## config.mk

```make
export PLATFORM = sky130hd
export DESIGN_NAME = count_bcd_display
export DESIGN_NICKNAME = d
export VERILOG_FILES = /design/src/rtl/count_bcd_display.sv
export SDC_FILE = /design/constraint.sdc
export NUM_CORES = 1
export LEC_CHECK = 0
export CAP_MARGIN = 20
export CORE_ASPECT_RATIO = 1.5
export CORE_MARGIN = 2
export CORE_UTILIZATION = 55
export CTS_CLUSTER_SIZE = 28
export DETAILED_ROUTE_END_ITERATION = 12
export PLACE_DENSITY = 0.75
export SETUP_SLACK_MARGIN = 0.15
export SLEW_MARGIN = 40
export SYNTH_ARGS = -nofsm -noshare
export SYNTH_HDL_FRONTEND = slang
export SYNTH_SLANG_ARGS = --single-unit
export TNS_END_PERCENT = 50
```

## constraint.sdc

```tcl
create_clock -name clk -period 2.5 [get_ports clk]
set_clock_uncertainty 0.1 [all_clocks]
set_input_delay 0.25 -clock clk [delete_from_list [all_inputs] [get_ports clk]]
set_output_delay 0.25 -clock clk [all_outputs]
set_load 0.02 [all_outputs]
```

## src/rtl/count_bcd_display.sv

```systemverilog
// Binary 0..99 count -> two BCD digits (sequential double-dabble) -> muxed 7-segment display.
// Latency: digits commit BITS+1 clk edges after a new count is captured; seg/an follow one edge later.
// Backpressure: none; count_in changes during a conversion are ignored and re-sampled when idle.
module count_bcd_display #(
   parameter int BITS           = 7,
   parameter int REFRESH_DIV    = 50000,
   parameter int SEG_ACTIVE_LOW = 1,
   parameter int BLANK_LEADING  = 1
) (
   input  logic            clk,
   input  logic            rst,
   input  logic [BITS-1:0] count_in,
   output logic [6:0]      seg,
   output logic [1:0]      an,
   output logic            busy,
   output logic            ovf
);

   localparam int CW = (REFRESH_DIV > 2) ? $clog2(REFRESH_DIV) : 1;
   localparam int IW = $clog2(BITS + 1);
   localparam logic [6:0] SEG_ZERO = 7'h3F;
   localparam logic [6:0] SEG_RST  = (SEG_ACTIVE_LOW != 0) ? ~SEG_ZERO : SEG_ZERO;
   localparam logic [1:0] AN_RST   = (SEG_ACTIVE_LOW != 0) ? 2'b10 : 2'b01;

   typedef enum logic [1:0] {IDLE, SHIFT, DONE} state_t;

   state_t          state_q, state_d;
   logic [BITS-1:0] last_val_q, last_val_d;
   logic [BITS-1:0] sh_q, sh_d;
   logic [11:0]     bcd_q, bcd_d;
   logic [IW-1:0]   iter_q, iter_d;
   logic [3:0]      tens_q, tens_d, ones_q, ones_d;
   logic            ovf_q, ovf_d, busy_q, busy_d;
   logic [CW-1:0]   ref_q, ref_d;
   logic            sel_q, sel_d;          // 0: ones, 1: tens
   logic [6:0]      seg_q, seg_d;
   logic [1:0]      an_q, an_d;
   logic [11:0]     adj;
   logic [3:0]      digit;
   logic [6:0]      seg_raw;

   function automatic logic [6:0] seg7(input logic [3:0] d);
      logic [6:0] s;
      case (d)
         4'd0:    s = 7'h3F;
         4'd1:    s = 7'h06;
         4'd2:    s = 7'h5B;
         4'd3:    s = 7'h4F;
         4'd4:    s = 7'h66;
         4'd5:    s = 7'h6D;
         4'd6:    s = 7'h7D;
         4'd7:    s = 7'h07;
         4'd8:    s = 7'h7F;
         4'd9:    s = 7'h6F;
         default: s = 7'h40;
      endcase
      return s;
   endfunction

   // Conversion FSM: capture on change, BITS add-3/shift steps, then commit all digits at once.
   always_comb begin
      state_d    = state_q;
      last_val_d = last_val_q;
      sh_d       = sh_q;
      bcd_d      = bcd_q;
      iter_d     = iter_q;
      tens_d     = tens_q;
      ones_d     = ones_q;
      ovf_d      = ovf_q;
      busy_d     = busy_q;
      adj        = bcd_q;
      case (state_q)
         IDLE: begin
            if (count_in != last_val_q) begin
               last_val_d = count_in;
               sh_d       = count_in;
               bcd_d      = '0;
               iter_d     = '0;
               busy_d     = 1'b1;
               state_d    = SHIFT;
            end
         end
         SHIFT: begin
            for (int n = 0; n < 3; n++) begin
               if (adj[n*4 +: 4] >= 4'd5) adj[n*4 +: 4] = adj[n*4 +: 4] + 4'd3;
            end
            bcd_d  = {adj[10:0], sh_q[BITS-1]};
            sh_d   = sh_q << 1;
            iter_d = iter_q + 1'b1;
            if (iter_q == IW'(BITS - 1)) state_d = DONE;
         end
         DONE: begin
            tens_d  = bcd_q[7:4];
            ones_d  = bcd_q[3:0];
            ovf_d   = (bcd_q[11:8] != 4'd0) || (32'(last_val_q) > 32'd99);
            busy_d  = 1'b0;
            state_d = IDLE;
         end
         default: state_d = IDLE;
      endcase
   end

   // Display path: refresh divider toggles the digit select; seg/an registered from committed digits.
   always_comb begin
      ref_d = ref_q + 1'b1;
      sel_d = sel_q;
      if (ref_q == CW'(REFRESH_DIV - 1)) begin
         ref_d = '0;
         sel_d = ~sel_q;
      end
      digit = sel_q ? tens_q : ones_q;
      if (ovf_q)
         seg_raw = 7'h40;
      else if (sel_q && (BLANK_LEADING != 0) && (tens_q == 4'd0))
         seg_raw = 7'h00;
      else
         seg_raw = seg7(digit);
      seg_d = (SEG_ACTIVE_LOW != 0) ? ~seg_raw : seg_raw;
      an_d  = sel_q ? 2'b10 : 2'b01;
      if (SEG_ACTIVE_LOW != 0) an_d = ~an_d;
   end

   // State registers; reset aborts any conversion in flight.
   always_ff @(posedge clk or posedge rst) begin
      if (rst) begin
         state_q    <= IDLE;
         last_val_q <= '0;
         sh_q       <= '0;
         bcd_q      <= '0;
         iter_q     <= '0;
         tens_q     <= '0;
         ones_q     <= '0;
         ovf_q      <= 1'b0;
         busy_q     <= 1'b0;
         ref_q      <= '0;
         sel_q      <= 1'b0;
         seg_q      <= SEG_RST;
         an_q       <= AN_RST;
      end else begin
         state_q    <= state_d;
         last_val_q <= last_val_d;
         sh_q       <= sh_d;
         bcd_q      <= bcd_d;
         iter_q     <= iter_d;
         tens_q     <= tens_d;
         ones_q     <= ones_d;
         ovf_q      <= ovf_d;
         busy_q     <= busy_d;
         ref_q      <= ref_d;
         sel_q      <= sel_d;
         seg_q      <= seg_d;
         an_q       <= an_d;
      end
   end

   assign seg  = seg_q;
   assign an   = an_q;
   assign busy = busy_q;
   assign ovf  = ovf_q;

endmodule
```

==> reports/metrics.cfg <==
[timing]
slew_violations=0
setup_tns_ns=0
timing_hold_violations_final=0
finalCritPeriodShare_pct=79.4
finalSetupViolCount=0
setup_slack_ns=0.515
tightestPinTransition_ns=0.505
fmaxAchievable_mhz=504
rsz0062_at_grt=false
max-slew-margin-rel_pct=66.1
period_needed_ns=1.99

[synth]
synth.most_common_cell=dfrtp_1
yosysTopAreaCellShare_pct=49.8
yosysWarnings=0
synth_area_um2=3270
async_flop_share_pct=100
synth_area_per_cell_um2=10.6
synth_nets=331
synthTopCellsByCount=65 x dfrtp_1, 37 x nand2_1, 23 x nor2_1
synthTopCellsByArea=dfrtp_1 50%, ha_1 5.7%, nand2_1 4.3%
synth_cell_type_count=48
syn_inst=307
synth-edff-count=0
synth_seq_area_share_pct=51.4
yosys_register_bits=67
synthFlopType=dfrtp_1
synth_top_cell_by_area=dfrtp_1

[power_and_ir_drop]
p_per_area_nw_per_um2=1130
p_leak_nw=1.79
vdd_drop_max_v=0.000784

[cts]
cts_sinks=67
cts_tree=built
worstSkewPairLatency_ns=0.35
clockBufferDepth=2
htree_levels=3
holdBufCountCts=0
cts_root_buf=clkbuf_8
clk_pin_slew_ns=0.07
postCtsSetupBuffers=0
post_cts_resized=0
cts_made_buffers=9

[routing]
drt-pass1-iter-count=4
drc=0
vias=2274
drt-total-wl_um=5870
via_per_inst=5.55
drtAntennaViolNets=0
dr.first_iter.drc_count=128
wl_per_cell_um=14.3

[final_layout]
nets=357
diodes=0
seqCellArea_um2=1680
multi_input_area_um2=1480
utilization_pct=65.8
fillCellCount=486
stdcell_count=410
layout-drive-gt1-share_pct=11.8
syn2layout_area_growth_pct=16.5

[critical_path]
reg2reg_depth=4
r2r_setup_slack_ns=0.51
cp.buffers_inverters=0
crit_path_end_kind=register
slowest_delay_ns=0.50
worstReg2RegEnd=seg[5]
cp_top_family=compound AO/OA/AOI/OAI gates
cp.arrival_ns=2.08
startpoint_type=register
cp_slowest_cell=dfrtp_1
required_ns=2.60
cp_cell_sequence=mux2i_1, nand2_1, a211oi_1, o21ai_0
r2r_start=sel_q
criticalPathCategory=reg -> reg
path_max_fanout=7

[placement]
dp_hpwl_um=4090
gp_congestion=0.803
dp_slack_ns=0.448
port_buffers=19
dp.cells=394

[floorplan]
die_area_um2=6580
num_rows=34
die_x_um=66.9
die_y_um=98.4
coreArea_um2=5790
num_io_pins=20
start_util_pct=56.4

[grt]
grt_usage_pct=20.7
grt_start_max_net_pins=44
antenna_found_initial=0
grt_pass1_vias=2232
grt_pass1_wl_um=10200
gr-total-overflow=0

[run_status]
run_status=finished, final reports clean

[run]
maxCapViolations=0

[worst_hold_path]
hold_class=in -> async

[kinds of logic (layout without fill, tap and decap cells)]
group                      Yosys count  after routing  synth area share (%)
and+or+nand+nor                     99             99                  15.5
DFF                                 67             67                  51.4
AOI/OAI and AO/OA                   55             55                  11.8
buffers and inverters               30             61                  3.53
xor gates and xnor gates            24             24                  6.44
muxes                               17             17                  5.56
adders and majority gates           15             15                  5.75
[routing by layer]
| layer | vias up | GRT usage (%) | wire length (um) |
|---|---|---|---|
| met3 | 9 | 5.18 | 161 |
| li1 | 1115 | - | - |
| met4 | 0 | 8.95 | 119 |
| met5 | - | 0 | 0 |
| met1 | 1121 | 24.8 | 2460 |
| met2 | 29 | 34.6 | 3130 |
[state kept, by name, summed over array words and instances (netlist names)]
| signal | flops |
|---|---|
| ovf | 1 |
| ones_q | 4 |
| an | 2 |
| iter_q | 3 |
| sel_q | 1 |
| seg | 7 |
| last_val_q | 7 |
| bcd_q | 12 |
| ref_q | 16 |
| state_q | 2 |
| busy | 1 |
| tens_q | 4 |
| sh_q | 7 |
[through the flow]
stage	power (mW)	area, um^2	hold slack [ns]
5_1_grt	4.61	3800	0.162
6_report	4.29	3800	0.126
4_1_cts	4.34	3800	0.134
3_5_place_dp	3.30	3580	0.347
3_3_place_gp	3.24	3580	0.331
2_1_floorplan	2.83	3270	0.252
[layout by cell type, fill, tap and decap left out, types with 2 or more instances in the layout]
cell type,n
dfrtp_1,65
nand2_1,37
nor2_1,23
inv_1,20
clkdlybuf4s50_1,19
o21ai_0,17
ha_1,15
xnor2_1,14
clkbuf_8,11
xor2_1,10
mux2_2,9
a22o_1,9
mux2i_1,8
nand3_1,6
nand2b_1,5
a21oi_1,5
a21o_1,5
nand4_1,4
a222oi_1,4
nor2b_1,3
o2bb2ai_1,3
nor3_1,3
buf_4,3
or2_2,2
and4_1,2
nand4bb_1,2
a211oi_1,2
a31oi_1,2
dfstp_2,2
bufinv_16,2
buf_12,2
[layout make-up]
| class | count | area share [%] |
|---|---|---|
| Sequential cell | 67 | 44.1 |
| Multi-Input combinational cell | 210 | 38.8 |
| Timing Repair Buffer | 24 | 6.64 |
| Clock buffer | 12 | 4.08 |
| Tap cell | 72 | 2.37 |
| Inverter | 21 | 2.07 |
| Clock inverter | 4 | 1.91 |
[power breakdown]
part	leakage, nW	internal, mW	switching (mW)	total [mW]
combinational	0.828	0.753	0.787	1.54
clock	0.113	0.615	0.405	1.02
sequential	0.847	1.45	0.288	1.73
total	1.79	2.81	1.48	4.29
[worst max-delay path by stage]
| stage | start | end | slack, ns | cells past startpoint |
|---|---|---|---|---|
| floorplan | rst | an[0] | 0.47 | 1 |
| global placement | count_in[0] | sh_q[5] | 0.47 | 5 |
| detailed placement | count_in[2] | sh_q[3] | 0.45 | 5 |
| CTS | sel_q | seg[3] | 0.49 | 4 |
| global route | sel_q | seg[0] | 0.32 | 4 |
| finish | sel_q | seg[5] | 0.51 | 4 |
No activity file was read; power rests on OpenSTA's default activity.
